$ cat config.mk
export PLATFORM = sky130hd
export DESIGN_NAME = seq_restoring_divider_flat
export DESIGN_NICKNAME = d
export VERILOG_FILES = /design/src/rtl/seq_restoring_divider_pkg.sv /design/src/rtl/seq_restoring_divider_if.sv /design/src/rtl/restoring_div_step.sv /design/src/rtl/seq_restoring_divider.sv /design/src/flat_wrapper.sv
export SDC_FILE = /design/constraint.sdc
export NUM_CORES = 1
export LEC_CHECK = 0
export CAP_MARGIN = 0
export CORE_MARGIN = 5
export CORE_UTILIZATION = 30
export DETAILED_ROUTE_END_ITERATION = 12
export GPL_TIMING_DRIVEN = 1
export PLACE_DENSITY = 0.52
export REMOVE_ABC_BUFFERS = 1
export SLEW_MARGIN = 20
export SYNTH_ARGS = -nofsm -noshare
export SYNTH_HDL_FRONTEND = slang
export SYNTH_SLANG_ARGS = --single-unit
$ cat constraint.sdc
create_clock -name clk -period 2.66 [get_ports clk]
set_input_delay 0.266 -clock clk [delete_from_list [all_inputs] [get_ports clk]]
set_output_delay 0.266 -clock clk [all_outputs]
set_load 0.02 [all_outputs]
$ cat src/rtl/seq_restoring_divider_pkg.sv
`default_nettype none
// ============================================================================
//  Module      : seq_restoring_divider_pkg
//  Description : Shared types and width helpers for the sequential
//                restoring divider and its one-row step.
//  Revision    : 1.0 - initial release
// ============================================================================
package seq_restoring_divider_pkg;

    // Controller states.
    typedef enum logic [1:0] {
        ST_IDLE = 2'd0,
        ST_RUN  = 2'd1,
        ST_DONE = 2'd2
    } state_e;

    // Plain-vector copies of the state encoding for the legacy-style FSM.
    localparam logic [1:0] S_IDLE = ST_IDLE;
    localparam logic [1:0] S_RUN  = ST_RUN;
    localparam logic [1:0] S_DONE = ST_DONE;

    // Dividend width follows from the divisor and quotient widths.
    function automatic int calc_dvd_w(input int div_w, input int q_w);
        return div_w + q_w - 1;
    endfunction

    // Step counter must hold Q_W-1.
    function automatic int calc_cnt_w(input int q_w);
        return (q_w > 1) ? $clog2(q_w) : 1;
    endfunction

    localparam int C_DEF_DIV_W = 3;
    localparam int C_DEF_Q_W   = 4;
    localparam int C_DEF_CNT_W = calc_cnt_w(C_DEF_Q_W);

endpackage
`default_nettype wire

$ cat src/rtl/seq_restoring_divider_if.sv
`default_nettype none
// ============================================================================
//  Module      : seq_restoring_divider_if
//  Description : Operand and result handshake bundle for the divider.
//                slave = divider side, master = source/consumer side.
//  Revision    : 1.0 - initial release
// ============================================================================
interface seq_restoring_divider_if #(
    parameter int DIV_W = 3,
    parameter int Q_W   = 4
);
    import seq_restoring_divider_pkg::*;

    localparam int DVD_W = calc_dvd_w(DIV_W, Q_W);

    logic             in_valid;
    logic             in_ready;
    logic [DVD_W-1:0] dividend;
    logic [DIV_W-1:0] divisor;
    logic             out_valid;
    logic             out_ready;
    logic [Q_W-1:0]   quotient;
    logic [DIV_W-1:0] remainder;
    logic             div_by_zero;
    logic             overflow;
    logic             busy;

    modport slave (
        input  in_valid, dividend, divisor, out_ready,
        output in_ready, out_valid, quotient, remainder,
               div_by_zero, overflow, busy
    );

    modport master (
        output in_valid, dividend, divisor, out_ready,
        input  in_ready, out_valid, quotient, remainder,
               div_by_zero, overflow, busy
    );

endinterface
`default_nettype wire

$ cat src/rtl/restoring_div_step.sv
`default_nettype none
// ============================================================================
//  Module      : restoring_div_step
//  Description : One combinational restoring-division row: shift in the next
//                dividend bit, trial-subtract the divisor, keep or restore.
//  Revision    : 1.0 - initial release
// ============================================================================
module restoring_div_step #(
    parameter int DIV_W = 3
) (
    input  logic [DIV_W-1:0] i_partial,
    input  logic             i_dvd_bit,
    input  logic [DIV_W-1:0] i_divisor,
    output logic             o_q_bit,
    output logic [DIV_W-1:0] o_next_partial
);
    // The shifted value is DIV_W+1 bits wide; its MSB is the partial's MSB.
    // A set MSB means the value already exceeds any DIV_W-bit divisor, and
    // since the true difference is below the divisor, the low DIV_W bits of
    // the wrapped subtraction are exact.
    logic [DIV_W-1:0] w_shifted;
    logic [DIV_W-1:0] w_trial;

    assign w_shifted      = {i_partial[DIV_W-2:0], i_dvd_bit};
    assign w_trial        = w_shifted - i_divisor;
    assign o_q_bit        = i_partial[DIV_W-1] | (w_shifted >= i_divisor);
    assign o_next_partial = o_q_bit ? w_trial : w_shifted;

endmodule
`default_nettype wire

$ cat src/rtl/seq_restoring_divider.sv
`default_nettype none
// ============================================================================
//  Module      : seq_restoring_divider
//  Description : Iterative unsigned restoring divider, one quotient bit per
//                clock MSB first, with valid/ready on both sides and
//                divide-by-zero / quotient-overflow short-cuts.
//  Revision    : 1.0 - initial release
// ============================================================================
module seq_restoring_divider
    import seq_restoring_divider_pkg::*;
#(
    parameter int DIV_W = 3,
    parameter int Q_W   = 4
) (
    input  logic                  clk,
    input  logic                  rst,
    seq_restoring_divider_if.slave bus
);
    localparam int DVD_W = calc_dvd_w(DIV_W, Q_W);
    localparam int CNT_W = calc_cnt_w(Q_W);
    localparam logic [Q_W-1:0]   C_Q_ONES  = '1;
    localparam logic [CNT_W-1:0] C_CNT_TOP = CNT_W'(Q_W - 1);

    logic [1:0]       r_state;
    logic [Q_W-1:0]   r_dvd_lo;
    logic [DIV_W-1:0] r_divisor;
    logic [DIV_W-1:0] r_partial;
    logic [CNT_W-1:0] r_cnt;
    logic [Q_W-1:0]   r_q_acc;
    logic [Q_W-1:0]   r_quotient;
    logic [DIV_W-1:0] r_remainder;
    logic             r_dbz;
    logic             r_ovf;

    logic             w_accept;
    logic             w_is_zero;
    logic             w_is_ovf;
    logic             w_dvd_bit;
    logic             w_last;
    logic             w_q_bit;
    logic [DIV_W-1:0] w_dvd_top;
    logic [DIV_W-1:0] w_next_partial;
    logic [Q_W-1:0]   w_q_bit_vec;

    assign w_accept    = bus.in_valid && (r_state == S_IDLE);
    assign w_dvd_top   = {1'b0, bus.dividend[DVD_W-1:Q_W]};
    assign w_is_zero   = (bus.divisor == '0);
    // Quotient fits in Q_W bits only if the top dividend bits are below the divisor.
    assign w_is_ovf    = (w_dvd_top >= bus.divisor);
    assign w_dvd_bit   = r_dvd_lo[r_cnt];
    assign w_last      = (r_cnt == '0);
    assign w_q_bit_vec = Q_W'(w_q_bit) << r_cnt;

    restoring_div_step #(
        .DIV_W (DIV_W)
    ) u_step (
        .i_partial      (r_partial),
        .i_dvd_bit      (w_dvd_bit),
        .i_divisor      (r_divisor),
        .o_q_bit        (w_q_bit),
        .o_next_partial (w_next_partial)
    );

    // Control FSM plus the reset-cleared result and iteration registers.
    always_ff @(posedge clk) begin
        if (rst) begin
            r_state     <= S_IDLE;
            r_partial   <= '0;
            r_cnt       <= '0;
            r_quotient  <= '0;
            r_remainder <= '0;
            r_dbz       <= 1'b0;
            r_ovf       <= 1'b0;
        end else begin
            case (r_state)
                S_IDLE: begin
                    if (w_accept) begin
                        if (w_is_zero) begin
                            r_quotient  <= C_Q_ONES;
                            r_remainder <= bus.dividend[DIV_W-1:0];
                            r_dbz       <= 1'b1;
                            r_ovf       <= 1'b0;
                            r_state     <= S_DONE;
                        end else if (w_is_ovf) begin
                            r_quotient  <= C_Q_ONES;
                            r_remainder <= '0;
                            r_dbz       <= 1'b0;
                            r_ovf       <= 1'b1;
                            r_state     <= S_DONE;
                        end else begin
                            r_partial   <= w_dvd_top;
                            r_cnt       <= C_CNT_TOP;
                            r_state     <= S_RUN;
                        end
                    end
                end
                S_RUN: begin
                    r_partial <= w_next_partial;
                    if (w_last) begin
                        r_quotient  <= r_q_acc | w_q_bit_vec;
                        r_remainder <= w_next_partial;
                        r_dbz       <= 1'b0;
                        r_ovf       <= 1'b0;
                        r_state     <= S_DONE;
                    end else begin
                        r_cnt <= r_cnt - 1'b1;
                    end
                end
                S_DONE: begin
                    if (bus.out_ready) begin
                        r_state <= S_IDLE;
                    end
                end
                default: begin
                    r_state <= S_IDLE;
                end
            endcase
        end
    end

    // Operand capture at accept and quotient-bit accumulation during RUN.
    always_ff @(posedge clk) begin
        if (rst) begin
            r_dvd_lo  <= '0;
            r_divisor <= '0;
            r_q_acc   <= '0;
        end else if (w_accept) begin
            r_dvd_lo  <= bus.dividend[Q_W-1:0];
            r_divisor <= bus.divisor;
            r_q_acc   <= '0;
        end else if (r_state == S_RUN) begin
            r_q_acc   <= r_q_acc | w_q_bit_vec;
        end
    end

    assign bus.in_ready    = (r_state == S_IDLE);
    assign bus.out_valid   = (r_state == S_DONE);
    assign bus.busy        = (r_state == S_RUN);
    assign bus.quotient    = r_quotient;
    assign bus.remainder   = r_remainder;
    assign bus.div_by_zero = r_dbz;
    assign bus.overflow    = r_ovf;

endmodule
`default_nettype wire

$ cat src/flat_wrapper.sv
// flat-port wrapper written by rule: the top's interface ports become plain ports
module seq_restoring_divider_flat import seq_restoring_divider_pkg::*;
#(
    parameter int DIV_W = 3,
    parameter int Q_W   = 4
)
  (clk, rst, bus_in_valid, bus_dividend, bus_divisor, bus_out_ready, bus_in_ready, bus_out_valid, bus_quotient, bus_remainder, bus_div_by_zero, bus_overflow, bus_busy);
  seq_restoring_divider_if #(.DIV_W(DIV_W), .Q_W(Q_W)) bus_i ();
  input  logic clk;
  input  logic rst;
  input wire logic [$bits(bus_i.in_valid)-1:0] bus_in_valid;
  input wire logic [$bits(bus_i.dividend)-1:0] bus_dividend;
  input wire logic [$bits(bus_i.divisor)-1:0] bus_divisor;
  input wire logic [$bits(bus_i.out_ready)-1:0] bus_out_ready;
  output wire logic [$bits(bus_i.in_ready)-1:0] bus_in_ready;
  output wire logic [$bits(bus_i.out_valid)-1:0] bus_out_valid;
  output wire logic [$bits(bus_i.quotient)-1:0] bus_quotient;
  output wire logic [$bits(bus_i.remainder)-1:0] bus_remainder;
  output wire logic [$bits(bus_i.div_by_zero)-1:0] bus_div_by_zero;
  output wire logic [$bits(bus_i.overflow)-1:0] bus_overflow;
  output wire logic [$bits(bus_i.busy)-1:0] bus_busy;
  assign bus_i.in_valid = bus_in_valid;
  assign bus_i.dividend = bus_dividend;
  assign bus_i.divisor = bus_divisor;
  assign bus_i.out_ready = bus_out_ready;
  assign bus_in_ready = bus_i.in_ready;
  assign bus_out_valid = bus_i.out_valid;
  assign bus_quotient = bus_i.quotient;
  assign bus_remainder = bus_i.remainder;
  assign bus_div_by_zero = bus_i.div_by_zero;
  assign bus_overflow = bus_i.overflow;
  assign bus_busy = bus_i.busy;
  seq_restoring_divider #(.DIV_W(DIV_W), .Q_W(Q_W)) u_core (.clk(clk), .rst(rst), .bus(bus_i));
endmodule
==> results.tsv <==
metric	value	unit
overflow	0	
path_buf_inv	1	
synth_area_leader_cell	dfxtp_1	
cts_buffer_depth	2	
seq_area_frac_synth	37.70	%
combinationalPowerShare	36.2	%
placementRows	25	
crit_family	multiplexers	
routed_wirelength	3417	um
synth_edf_count	0	
synthTopCellsByCount	27 x dfxtp_1, 21 x nand2_1, 20 x nor3_1	
cts_resized	0	
hold_viol	0	
critPathMaxFanout	9	
gp_congestion	0.8401	
synthTopCellsByArea	dfxtp_1 38%, nor3_1 7.0%, nand2_1 5.5%	
synth_xor_area_share	0.6108	%
fin_setup_tns	0	ns
endpoint_kind	flip-flop	
post_cts_buffers	0	
postCtsHoldBufs	0	
synth-simple-area-share	22.16	%
power_density	628.9	nW/um2
timing.hold.ws	0.4576	ns
switchingPower	383.2	uW
clk_pin_slew	0.10	ns
worstSetupPathType	flip-flop to flip-flop	
grt_usage	11.50	%
rsz0062_at_grt	false	
layout.cells.non_filler	245	
fmax	407.9	MHz
status	complete, no violations	
first_global_vias	1242	
yosysTopAreaCellShare	37.70	%
area_delta_synth_final	23.91	%
avgSynthCellArea	8.638	um2
die_area	6262	um2
share_clk_of_total_power	20.5	%
setup.worst_path.start_class	flip-flop	
slew_viol_final	0	
cts_tree	built	
finClkSkew	0.01319	ns
placed_cell_area	1730	um2
dr.first_iter.drc_count	79	
ir_drop	246.8	uV
vias_per_cell	5.078	
clock-sinks	27	
drtPass1Iterations	4	
io_pins	25	
seq_power_share	43.3	%
num_antenna_cells	0	
dr_total_vias	1244	
hold_path.class	flip-flop to flip-flop	
ant_nets	0	
syn_inst	166	
nFillCells	494	
arrival	2.65	ns
fin_crit_sh	92.18	%
total_power	1.117	mW
switching_share	34.29	%
grt_pass1_wl	5816	um
antenna_found_initial	0	
ys_async_sr_fraction	0	%
min_period	2.452	ns
required	2.86	ns
ys_warn_count	0	
die_height	79.14	um
synthAdderAreaFrac	6.632	%
die_x	79.14	um
design_area	1777	um2
synth_top_family_by_area	simple AND/OR/NAND/NOR gates	
slowest_stage	mux4_2	
initial_core_util	30.56	%
placed_cells	241	
finalSetupViolCount	0	
root_buffer	clkbuf_8	
clkLatencyLatePin	0.27	ns
port_buffers	24	
synth.distinct_cells	34	
ys_ff_latch	27	
path_cells	mux4_2, inv_1, ha_1, nand2b_1, a31oi_4, mux2i_1, a21oi_1, a211oi_1	
cpPeakStageDelay	0.53	ns
muxShareOfSynthArea	6.457	%
drive_gt1_share	10.47	%
numCtsBuffers	3	
cts_max_level	1	
relSlewSlack	65.20	%
ys.flop_type	dfxtp_1	
wl_per_cell	13.95	um
internal_power	734.2	uW
place_hpwl	2702	um
grt_max_degree	16	
maxCapViolations	0	
synth_compound_area_share	19.90	%
drc	0	
leakagePower	0.6559	nW
syn_area	1434	um2
synth.most_common_cell	dfxtp_1	
finalNetCount	212	
worst_pin_slew	0.5204	ns
core	4692	um2
==> power groups by stage <==
stage          sequential [mW]  clock, mW  combinational (mW)
2_1_floorplan            0.513          0               0.240
3_3_place_gp             0.492          0               0.398
3_5_place_dp             0.494          0               0.406
4_1_cts                  0.485      0.236               0.407
5_1_grt                  0.491      0.259               0.447
6_report                 0.484      0.230               0.404
==> registers in the layout, indices dropped and copies added, names as in the netlist <==
signal	count
u_core.bus.remainder	3
u_core.bus.div_by_zero	1
u_core.bus.quotient	4
u_core.r_dvd_lo	4
u_core.r_state	2
u_core.r_partial	3
u_core.r_divisor	3
u_core.bus.overflow	1
u_core.r_q_acc	4
u_core.r_cnt	2
==> tightest hold or removal path, cell delays in order (launching register included) <==
cell and delay, ns:
dfxtp_1 0.32, nand2_1 0.05, a21oi_1 0.05
==> cells in the final DEF, fill, tap and decap left out, types with 2 or more instances in the layout <==
master,synthesis,routed
nand2b_1,2,2
inv_1,12,12
nand2_4,2,2
a211oi_1,6,6
nor2b_1,2,2
clkbuf_8,0,3
clkdlybuf4s50_1,0,24
nor3_1,20,20
mux2i_1,7,7
buf_4,0,4
nand2_1,21,21
a21oi_1,12,12
a31oi_1,6,6
dfxtp_1,27,27
inv_2,2,2
nor2_1,16,16
ha_1,6,6
==> per-layer routing <==
layer	global-route usage [%]	share of wire (%)
met5	0	0
met4	2.749	0.91
met3	2.268	3.3
met2	20.20	50
met1	14.38	45
==> metrics by stage <==
stage	utilization (%)	worst slack (ns)
finish	37.87	0.2081
global route	37.87	0.01759
CTS	37.87	0.1881
detailed placement	36.88	0.2013
global placement	36.88	0.2294
floorplan	-	0.3731
==> cell type report <==
class                           instances  area (um2)  share of cell area, %
Multi-Input combinational cell        118       799.5                  45.00
Sequential cell                        27       540.5                  30.42
Timing Repair Buffer                   28       270.3                  15.21
Tap cell                               54       67.56                  3.803
Inverter                               14       52.55                  2.958
Clock buffer                            3       41.29                  2.324
Clock inverter                          1       5.005                 0.2817
==> cell families (layout without fill, tap and decap cells) <==
family	after synthesis	count (layout)
mux	8	8
compound gates	36	36
buf+inv	21	46
xor+xnor	1	1
flops	27	27
fa+ha+maj	7	7
simple gates	66	66
==> path summary, 6_finish.rpt <==
kind | depth (start not counted) | from | to | slack [ns]
worst max register to register | 8 | u_core.r_cnt[0] | u_core.bus.remainder[1] | 0.21
worst min register to register | 2 | u_core.r_dvd_lo[2] | u_core.r_dvd_lo[2] | 0.46
worst max-delay path | 8 | u_core.r_cnt[0] | u_core.bus.remainder[1] | 0.21
worst min-delay path | 2 | u_core.r_dvd_lo[2] | u_core.r_dvd_lo[2] | 0.46
(Power assumes the default switching activity.)
